$ cat src/rtl/slide_pkg.sv
// slide_pkg
//   Types and constants shared between the move conditioner and the tile
//   engine.
//   dir_t      : direction code carried on the move handshake
//   PRIO_ORDER : press arbitration order, highest priority first
//   pick_dir   : highest-priority direction present in a press vector
package slide_pkg;

    typedef enum logic [1:0] {
        LEFT  = 2'b00,
        RIGHT = 2'b01,
        UP    = 2'b10,
        DOWN  = 2'b11
    } dir_t;

    localparam int NUM_DIRS = 4;

    // Vertical moves win over horizontal ones when presses coincide.
    localparam dir_t PRIO_ORDER [NUM_DIRS] = '{UP, DOWN, LEFT, RIGHT};

    // Scan from lowest to highest priority so the last hit is the winner.
    // Press vectors are indexed by direction code.
    function automatic dir_t pick_dir(input logic [NUM_DIRS-1:0] ev);
        dir_t sel;
        sel = PRIO_ORDER[NUM_DIRS-1];
        for (int i = NUM_DIRS - 1; i >= 0; i--) begin
            if (ev[PRIO_ORDER[i]]) sel = PRIO_ORDER[i];
        end
        return sel;
    endfunction

endpackage

$ cat src/rtl/btn_debounce.sv
// btn_debounce
//   Two-flop synchroniser plus a stability counter for one raw push-button.
//   A level change of the synchronised input is accepted only after it has
//   held for DEBOUNCE_CYCLES consecutive cycles.
//   clk, reset : clock, synchronous active-high reset
//   btn        : raw asynchronous button, active-high
//   press      : combinational, high in the cycle whose closing edge flips
//                the debounced level 0->1 (one pulse per press)
module btn_debounce #(
    parameter int DEBOUNCE_CYCLES = 16
) (
    input  logic clk,
    input  logic reset,
    input  logic btn,
    output logic press
);

    localparam int             CW       = $clog2(DEBOUNCE_CYCLES);
    localparam logic [CW-1:0]  CNT_LAST = CW'(DEBOUNCE_CYCLES - 1);

    logic          s1;
    logic          s2;
    logic          stable;
    logic [CW-1:0] cnt;
    logic          settle;

    // Synchronised level has disagreed with the accepted level long enough.
    assign settle = (s2 != stable) && (cnt == CNT_LAST);
    // Only rising acceptances are presses; releases are silent.
    assign press  = settle && s2;

    always_ff @(posedge clk) begin
        if (reset) begin
            s1     <= 1'b0;
            s2     <= 1'b0;
            stable <= 1'b0;
            cnt    <= '0;
        end else begin
            s1 <= btn;
            s2 <= s1;
            if (s2 == stable) begin
                // Any return to the accepted level restarts the window.
                cnt <= '0;
            end else if (settle) begin
                stable <= s2;
                cnt    <= '0;
            end else begin
                cnt <= cnt + 1'b1;
            end
        end
    end

endmodule

$ cat src/rtl/slide_move_input.sv
// slide_move_input
//   Move conditioner in front of the 3x3 sliding-tile engine. Debounces four
//   direction buttons, arbitrates simultaneous presses, buffers tokens in a
//   small FIFO and offers them on a valid/ready handshake.
//   clk, reset                          : clock, synchronous active-high reset
//   btn_left/right/up/down              : raw buttons, active-high
//   dir, dir_valid, dir_ready           : head token handshake
//   move_count                          : completed transfers, saturating
//   overflow                            : sticky, a press hit a full FIFO
module slide_move_input
    import slide_pkg::*;
#(
    parameter int DEBOUNCE_CYCLES = 16,
    parameter int FIFO_DEPTH      = 4
) (
    input  logic       clk,
    input  logic       reset,
    input  logic       btn_left,
    input  logic       btn_right,
    input  logic       btn_up,
    input  logic       btn_down,
    output logic [1:0] dir,
    output logic       dir_valid,
    input  logic       dir_ready,
    output logic [7:0] move_count,
    output logic       overflow
);

    localparam int           PW      = $clog2(FIFO_DEPTH);
    localparam logic [PW:0]  DEPTH_C = (PW + 1)'(FIFO_DEPTH);

    // Button vectors are indexed by direction code.
    logic [NUM_DIRS-1:0] btn_raw;
    logic [NUM_DIRS-1:0] press;
    logic                any_press;
    dir_t                push_dir;

    assign btn_raw = {btn_down, btn_up, btn_right, btn_left};

    btn_debounce #(
        .DEBOUNCE_CYCLES(DEBOUNCE_CYCLES)
    ) u_db [NUM_DIRS-1:0] (
        .clk  (clk),
        .reset(reset),
        .btn  (btn_raw),
        .press(press)
    );

    // Losing simultaneous presses are dropped without flagging overflow.
    assign any_press = |press;
    assign push_dir  = pick_dir(press);

    // ---------------- token FIFO ----------------
    logic [1:0]    mem [FIFO_DEPTH];
    logic [PW-1:0] wptr;
    logic [PW-1:0] rptr;
    logic [PW:0]   count;
    logic          full;
    logic          push;
    logic          pop;

    assign full      = (count == DEPTH_C);
    assign dir_valid = (count != '0);
    assign dir       = mem[rptr];
    assign pop       = dir_valid && dir_ready;
    // A full FIFO still accepts when the head leaves on the same edge.
    assign push      = any_press && (!full || pop);

    always_ff @(posedge clk) begin
        if (reset) begin
            wptr       <= '0;
            rptr       <= '0;
            count      <= '0;
            overflow   <= 1'b0;
            move_count <= '0;
            // Cleared so dir reads 00 out of reset.
            for (int i = 0; i < FIFO_DEPTH; i++) mem[i] <= 2'b00;
        end else begin
            if (push) begin
                mem[wptr] <= push_dir;
                wptr      <= wptr + 1'b1;
            end
            if (pop) begin
                rptr <= rptr + 1'b1;
            end
            case ({push, pop})
                2'b10:   count <= count + 1'b1;
                2'b01:   count <= count - 1'b1;
                default: count <= count;
            endcase
            if (any_press && full && !pop) begin
                overflow <= 1'b1;
            end
            if (pop && (move_count != 8'hFF)) begin
                move_count <= move_count + 1'b1;
            end
        end
    end

endmodule

$ cat config.mk
export PLATFORM = sky130hd
export DESIGN_NAME = slide_move_input
export DESIGN_NICKNAME = d
export VERILOG_FILES = /design/src/rtl/slide_pkg.sv /design/src/rtl/btn_debounce.sv /design/src/rtl/slide_move_input.sv
export SDC_FILE = /design/constraint.sdc
export NUM_CORES = 1
export LEC_CHECK = 0
export ABC_AREA = 1
export BUFFER_PORTS_ARGS = -buffer_cell sky130_fd_sc_hd__buf_2
export CORE_ASPECT_RATIO = 1.25
export CORE_MARGIN = 3
export CORE_UTILIZATION = 63
export CTS_CLUSTER_SIZE = 40
export DETAILED_ROUTE_END_ITERATION = 6
export PLACE_DENSITY = 0.83
export SKIP_CTS_REPAIR_TIMING = 1
export SYNTH_ARGS = -nofsm -noshare
export SYNTH_HDL_FRONTEND = slang
export SYNTH_SLANG_ARGS = --single-unit
$ cat constraint.sdc
create_clock -name clk -period 5.3 [get_ports clk]
set_clock_uncertainty 0.15 [all_clocks]
set_input_delay 0.265 -clock clk [delete_from_list [all_inputs] [get_ports clk]]
set_output_delay 0.265 -clock clk [all_outputs]
set_load 0.01 [all_outputs]
==> impl_metrics.csv, run 1 <==
group,metric,value,unit
outcome,outcome,"finished with violations",
outcome,violations,"hold timing",
route,drt-initial-drc-count,31,
layout,final_cell_area,2630,um2
sta,setup_viol,0,
cts,clock_sinks,54,
layout,final_layout_size_suffix_gt1_frac,0.203,
sta,worstMarginPinSlew,0.783,ns
worst_setup_path,crit_path_start_kind,"flop",
worst_setup_path,crit_path_end_kind,"flop",
sta,rsz0062_at_grt,"no",
cts,cts_max_path_buffers,2,
yosys,yosysWarnings,0,
yosys,syn-num-nets,284,
sta,finalSetupTns,0,ns
yosys,synthSimpleGateAreaFrac,0.271,
place,io_buffers,18,
yosys,synth-seq-cells,54,
die,io_pins,19,
sta,post-route-period-util,0.420,
run,drv_cap,0,
global_route,grt_max_degree,26,
cts,clk_pin_slew,0.10,ns
die,fp.dieW,61.1,um
worst_setup_path,critical_path_class,"flop to flop",
sta,finalHoldViolCount,1,
yosys,synth_top_family_by_area,"simple AND/OR/NAND/NOR gates",
yosys,synthCells,271,
die,rows,24,
cts,cts_made_buffers,5,
route,ant_nets,0,
worst_setup_path,worst_ep_required_time,5.41,ns
global_route,antenna_found_initial,0,
layout,final_common_cell,"nor2_1",
yosys,ys_seq_area_frac,0.485,
layout,syn_to_final_growth,9.78,%
layout,num-nets-final,307,
yosys,syn_area_per_cell,8.83,um2
die,fp.dieH,74.9,um
die,core,3570,um2
sta,max-slew-margin-rel,0.477,
die,dieArea,4580,um2
power_and_ir_drop,peakVddDrop,228,uV
route,num_vias,1724,
layout,final_cell_mix,"nor2_1, dfxtp_1, inv_1",
place,place_congestion,0.732,
route,route.detailed.drc,0,
cts,cts_root_buffer,"clkbuf_8",
yosys,synth.distinct_cells,30,
sta,drv_slew,0,
route,wl,3.80,mm
route,viasPerCell,5.16,
cts,htree_num_levels,2,
die,start_util,0.670,
sta,period_needed,2.22,ns
yosys,synth-xor-area-share,0.0549,
cts,insertion_delay,0.31,ns
place,dpl.cell_count,324,
global_route,grt_pass1_vias,1544,
route,wl_per_cell,11.4,um
global_route,grt_overflow_total,0,
sta,hold_ws,-0.000601,ns
global_route,grt_use_total,0.185,
route,first_pass_iters,4,
min_path,hp-class,"primary input to flop",
cts,cts_tree,"done",
yosys,synthMuxAreaShare,0,
layout,nFillCells,260,
yosys,synth_adder_area_share,0.0345,
layout,stdcell_count,334,
place,postPlaceCellArea,2510,um2
power_and_ir_drop,power_leakage,1.09,nW
place,dp_hpwl,2.72,mm
yosys,synth_compound_area_frac,0.0821,
yosys,synthesis.area,2390,um2
layout,n_antenna_cell,0,
sta,clock.fmax,450,MHz
worst_setup_path,crit_arrival,2.34,ns
worst_setup_path,worstRegToRegCells,13,
power_and_ir_drop,power_density,351,nW/um2
global_route,grt_pass1_wl,6.24,mm
worst_setup_path,cp_max_fo,5,
min_path,hold_depth,3,
cell families after synthesis:
family | count (synthesis)
XOR/XNOR | 15
adder cells (fa/ha/maj) | 6
flip-flops | 54
AND/OR/NAND/NOR | 116
AO/OA/AOI/OAI | 36
buffers and inverters | 44
worst paths after layout:
kind,end,slack (ns),from
min reg2reg,u_db[1].s2,0.26,u_db[1].s1
max reg2reg,count[2],3.08,u_db[0].cnt[0]
max,count[2],3.08,u_db[0].cnt[0]
min,u_db[2].s1,-0.0006,btn_up
through the flow:
stage	util	hold slack, ns	setup slack, ns	power (mW)
after global routing	0.735	0.00583	2.85	0.979
after CTS	0.730	-0.0124	3.08	0.927
after detailed placement	0.702	0.246	3.09	0.689
after global placement	0.702	0.239	3.11	0.683
after floorplan	-	0.184	3.20	0.645
final	0.735	-0.000601	3.08	0.921
synthesized netlist by cell type:
| cell type | n | area [um2] |
|---|---|---|
| o21ai_1 | 3 | 15.0 |
| ha_1 | 5 | 62.6 |
| nand3_1 | 17 | 85.1 |
| nand4_1 | 4 | 25.0 |
| o21ai_0 | 12 | 60.1 |
| nor2_1 | 47 | 176 |
| nor2_4 | 5 | 56.3 |
| edfxtp_1 | 8 | 240 |
| nor3_2 | 1 | 10.0 |
| nand2_2 | 6 | 37.5 |
| inv_1 | 33 | 124 |
| fa_1 | 1 | 20.0 |
| o22ai_1 | 2 | 12.5 |
| nand3_4 | 2 | 35.0 |
| nand2_8 | 2 | 40.0 |
| nor3_1 | 1 | 5.00 |
| buf_4 | 2 | 15.0 |
| nand2_4 | 3 | 33.8 |
| a21oi_1 | 16 | 80.1 |
| a31oi_2 | 1 | 12.5 |
| nand3_2 | 6 | 60.1 |
| o32ai_1 | 1 | 8.76 |
| xnor2_1 | 6 | 52.6 |
| xor2_1 | 9 | 78.8 |
| dfxtp_1 | 46 | 921 |
| o31ai_1 | 1 | 7.51 |
| inv_2 | 7 | 26.3 |
| nand2_1 | 21 | 78.8 |
| nor2_2 | 1 | 6.26 |
| clkbuf_1 | 2 | 7.51 |
area by class of cell:
type                            count  area, um2  area share
Sequential cell                    54       1160       0.442
Multi-Input combinational cell    173       1060       0.403
Inverter                           40        150      0.0571
Timing Repair Buffer               20        110      0.0419
Clock buffer                        5       68.8      0.0262
Tap cell                           39       48.8      0.0186
Clock inverter                      3       28.8      0.0110
critical path, cell delays in order (launching register included):
cell and delay, ns:
dfxtp_1 0.34, ha_1 0.23, nand3_2 0.12, nor2_1 0.06, nor2_2 0.25, nand2_8 0.11
nand2_8 0.08, nand2_4 0.06, fa_1 0.38, inv_1 0.06, nand4_1 0.10, nand3_1 0.09
nand2_1 0.05, nor2_1 0.09
sequential cells by signal (all words and copies together) (netlist names), named ones only:
register / cells
u_db.stable: 4
count: 3
overflow: 1
u_db.s2: 4
wptr: 2
rptr: 2
u_db.cnt: 16
move_count: 8
u_db.s1: 4
mem: 8
power by group:
part           leakage [nW]  internal [mW]  switching, mW  total, mW
registers             0.451          0.445         0.0260      0.471
logic                 0.591         0.0740          0.136      0.211
clock network        0.0502         0.0980          0.142      0.240
per-layer routing:
metal / vias to the layer above / wire length, um / track usage
met1: 780 / 1700 / 0.219
met5: - / 0 / 0
met2: 22 / 1900 / 0.306
li1: 915 / - / -
met4: 0 / 71 / 0.0819
met3: 7 / 123 / 0.0532
Power figures use the tool's default switching activity.
==> run 2, diff against run 1 <==
--- a/config.mk
+++ b/config.mk
@@ -9,10 +9,10 @@
 export BUFFER_PORTS_ARGS = -buffer_cell sky130_fd_sc_hd__buf_2
 export CORE_ASPECT_RATIO = 1.25
 export CORE_MARGIN = 3
-export CORE_UTILIZATION = 63
+export CORE_UTILIZATION = 53
 export CTS_CLUSTER_SIZE = 40
 export DETAILED_ROUTE_END_ITERATION = 6
-export PLACE_DENSITY = 0.83
+export PLACE_DENSITY = 0.75
 export SKIP_CTS_REPAIR_TIMING = 1
 export SYNTH_ARGS = -nofsm -noshare
 export SYNTH_HDL_FRONTEND = slang
==> constraint.sdc (replaced) <==
create_clock -name clk -period 1.99 [get_ports clk]
set_clock_uncertainty 0.15 [all_clocks]
set_input_delay 0.0995 -clock clk [delete_from_list [all_inputs] [get_ports clk]]
set_output_delay 0.0995 -clock clk [all_outputs]
set_load 0.01 [all_outputs]
==> run 2 against run 1 <==
Net effect:
- the run ends with setup timing left
- first-iteration DRC count up 110%
- via count up 6.4%
- critical path type unchanged
- highest routed layer unchanged
- combinational power grew to 3.1 times the previous value
- total power grew to 2.8 times the previous value
==> impl_metrics.csv, run 2 (synthesis gave the netlist of run 1 again) <==
group,metric,value,unit
global_route,antenna_found_initial,0,
sta,rsz0062_at_grt,"yes",
power_and_ir_drop,power_density,878,nW/um2
route,viasPerCell,4.94,
sta,drv_slew,0,
die,io_pins,19,
die,fp.dieH,81.1,um
sta,period_needed,2.06,ns
global_route,grtUsageMet2,0.275,
worst_setup_path,cp_slowest_cell,"fa_2",
min_path,hold_depth,4,
worst_setup_path,worst_ep_required_time,2.09,ns
worst_setup_path,crit_path_start_kind,"flop",
global_route,grt_pass1_wl,6.80,mm
route,wl_per_cell,11.2,um
layout,final_cell_mix,"nor2_1, dfxtp_1, inv_1",
cts,insertion_delay,0.30,ns
worst_setup_path,path_delay_family,"simple AND/OR/NAND/NOR gates",
power_and_ir_drop,peakVddDrop,568,uV
route,wl,4.17,mm
sta,postLayoutSetupSlackWorst,-0.0722,ns
power_and_ir_drop,power_leakage,1.18,nW
die,dieArea,5360,um2
place,io_buffers,18,
outcome,violations,"setup timing",
layout,multi_input_area,1150,um2
outcome,outcome,"finished with violations",
place,place_congestion,0.808,
cts,cts_made_buffers,5,
worst_setup_path,r2r_slack,-0.07,ns
sta,worstMarginPinSlew,0.518,ns
sta,finalHoldViolCount,0,
die,start_util,0.566,
worst_setup_path,critical_path_depth,13,
route,route.detailed.drc,0,
worst_setup_path,crit_arrival,2.16,ns
route,first_pass_iters,4,
worst_setup_path,cp_slowest_stage_delay,0.36,ns
sta,max-slew-margin-rel,0.654,
layout,seqCellArea,1170,um2
worst_setup_path,reg2reg_to,"count[2]",
place,dp_slack,-0.0128,ns
die,rows,26,
worst_setup_path,crit_buf_inv,1,
layout,num-nets-final,327,
route,num_vias,1834,
layout,stdcell_count,371,
place,dpl.cell_count,351,
layout,final_util,0.690,
layout,nFillCells,329,
die,core,4230,um2
min_path,hp-class,"primary input to flop",
layout,final_common_cell,"nor2_1",
cts,clock_sinks,54,
sta,setup_viol,1,
cts,clk_pin_slew,0.09,ns
global_route,grt_max_degree,19,
route,drt-initial-drc-count,64,
worst_setup_path,worstRegToRegCells,13,
worst_setup_path,crit_chain,"ha_4, nand3_4, nor2_4, nor2_4, nand2_8, nand2_8, nand2_4, fa_2, inv_2, nand4_1, nand3_1, nand2_1, nor2_1",
place,dp_hpwl,2.84,mm
layout,n_antenna_cell,0,
cts,htree_num_levels,2,
global_route,grt_use_total,0.162,
min_path,hp-start,"dir_ready",
layout,largestRegisters,"u_db.cnt x16, mem x8, move_count x8",
global_route,met1_usage,0.198,
die,fp.dieW,66.1,um
layout,syn_to_final_growth,21.9,%
route,ant_nets,0,
cts,cts_tree,"done",
sta,hold_ws,0.110,ns
layout,largest_reg_flops,16,
worst_setup_path,crit_path_end_kind,"flop",
run,drv_cap,0,
layout,final_layout_size_suffix_gt1_frac,0.302,
sta,clock.fmax,485,MHz
global_route,grt_pass1_vias,1671,
sta,post-route-period-util,1.04,
worst_setup_path,critical_path_class,"flop to flop",
cts,cts_root_buffer,"clkbuf_8",
cts,cts_max_path_buffers,2,
layout,top_register,"u_db.cnt",
global_route,grt_util_met3,0.0304,
global_route,grt_busiest_layer,"met2",
worst_setup_path,cp_max_fo,4,
worst_setup_path,r2r-start,"u_db[3].cnt[0]",
global_route,grt_overflow_total,0,
## run 2: cell types whose count changed in the layout (fill, tap and decap cells not counted), moves of 3 or more
| cell | delta |
|---|---|
| dfxtp_1 | -8 |
| buf_4 | +16 |
| dfxtp_2 | +8 |
| nor2_1 | -3 |
| nand3_4 | +3 |
| nand3_2 | -3 |
| ha_4 | +4 |
| ha_1 | -4 |
| dlygate4sd3_1 | +4 |
## run 2: worst reg2reg max path: stages, from the launching register on
cell	delay, ns
dfxtp_2	0.35
ha_4	0.16
nand3_4	0.08
nor2_4	0.06
nor2_4	0.18
nand2_8	0.08
nand2_8	0.06
nand2_4	0.05
fa_2	0.36
inv_2	0.07
nand4_1	0.14
nand3_1	0.14
nand2_1	0.06
nor2_1	0.08
## run 2: worst max-delay path by stage
stage                         from  slack (ns)  endpoint
floorplan           u_db[3].cnt[0]        0.01  count[2]
global placement    u_db[1].cnt[0]        0.03  count[2]
detailed placement  u_db[1].cnt[0]       -0.01  count[2]
CTS                 u_db[1].cnt[0]       -0.03  count[2]
global route        u_db[3].cnt[0]       -0.19  count[2]
finish              u_db[3].cnt[0]       -0.07  count[2]
## run 2: area by class of cell
type	instances	share of cell area
flip-flops and latches	54	0.402
multi-input cells	173	0.395
well taps	56	0.0240
clock buffers	6	0.0322
clock inverters	2	0.00343
inverters	40	0.0515
repair buffers	40	0.0927
## run 2: report_power, final
part	leakage [nW]	switching (mW)	total, mW	internal [mW]
Clock	0.0561	0.339	0.659	0.320
Sequential	0.455	0.0683	1.25	1.19
Combinational	0.670	0.403	0.649	0.246
Total	1.18	0.810	2.56	1.75
## run 2: metal layers
layer  wire [um]  vias to the layer above  share of wire
li1            -                      949              -
met1        1810                      838           0.43
met2        2130                       36           0.51
met3         141                       11          0.034
met4          87                        0          0.021
met5           0                        -              0
## run 2: per-stage QoR
| step | TNS, ns | area (um2) | total power, mW |
|---|---|---|---|
| global route | -0.247 | 2920 | 2.71 |
| floorplan | 0 | 2460 | 1.72 |
| finish | -0.0722 | 2920 | 2.56 |
| detailed placement | -0.0128 | 2670 | 1.87 |
| CTS | -0.0346 | 2780 | 2.52 |
| global placement | 0 | 2670 | 1.86 |
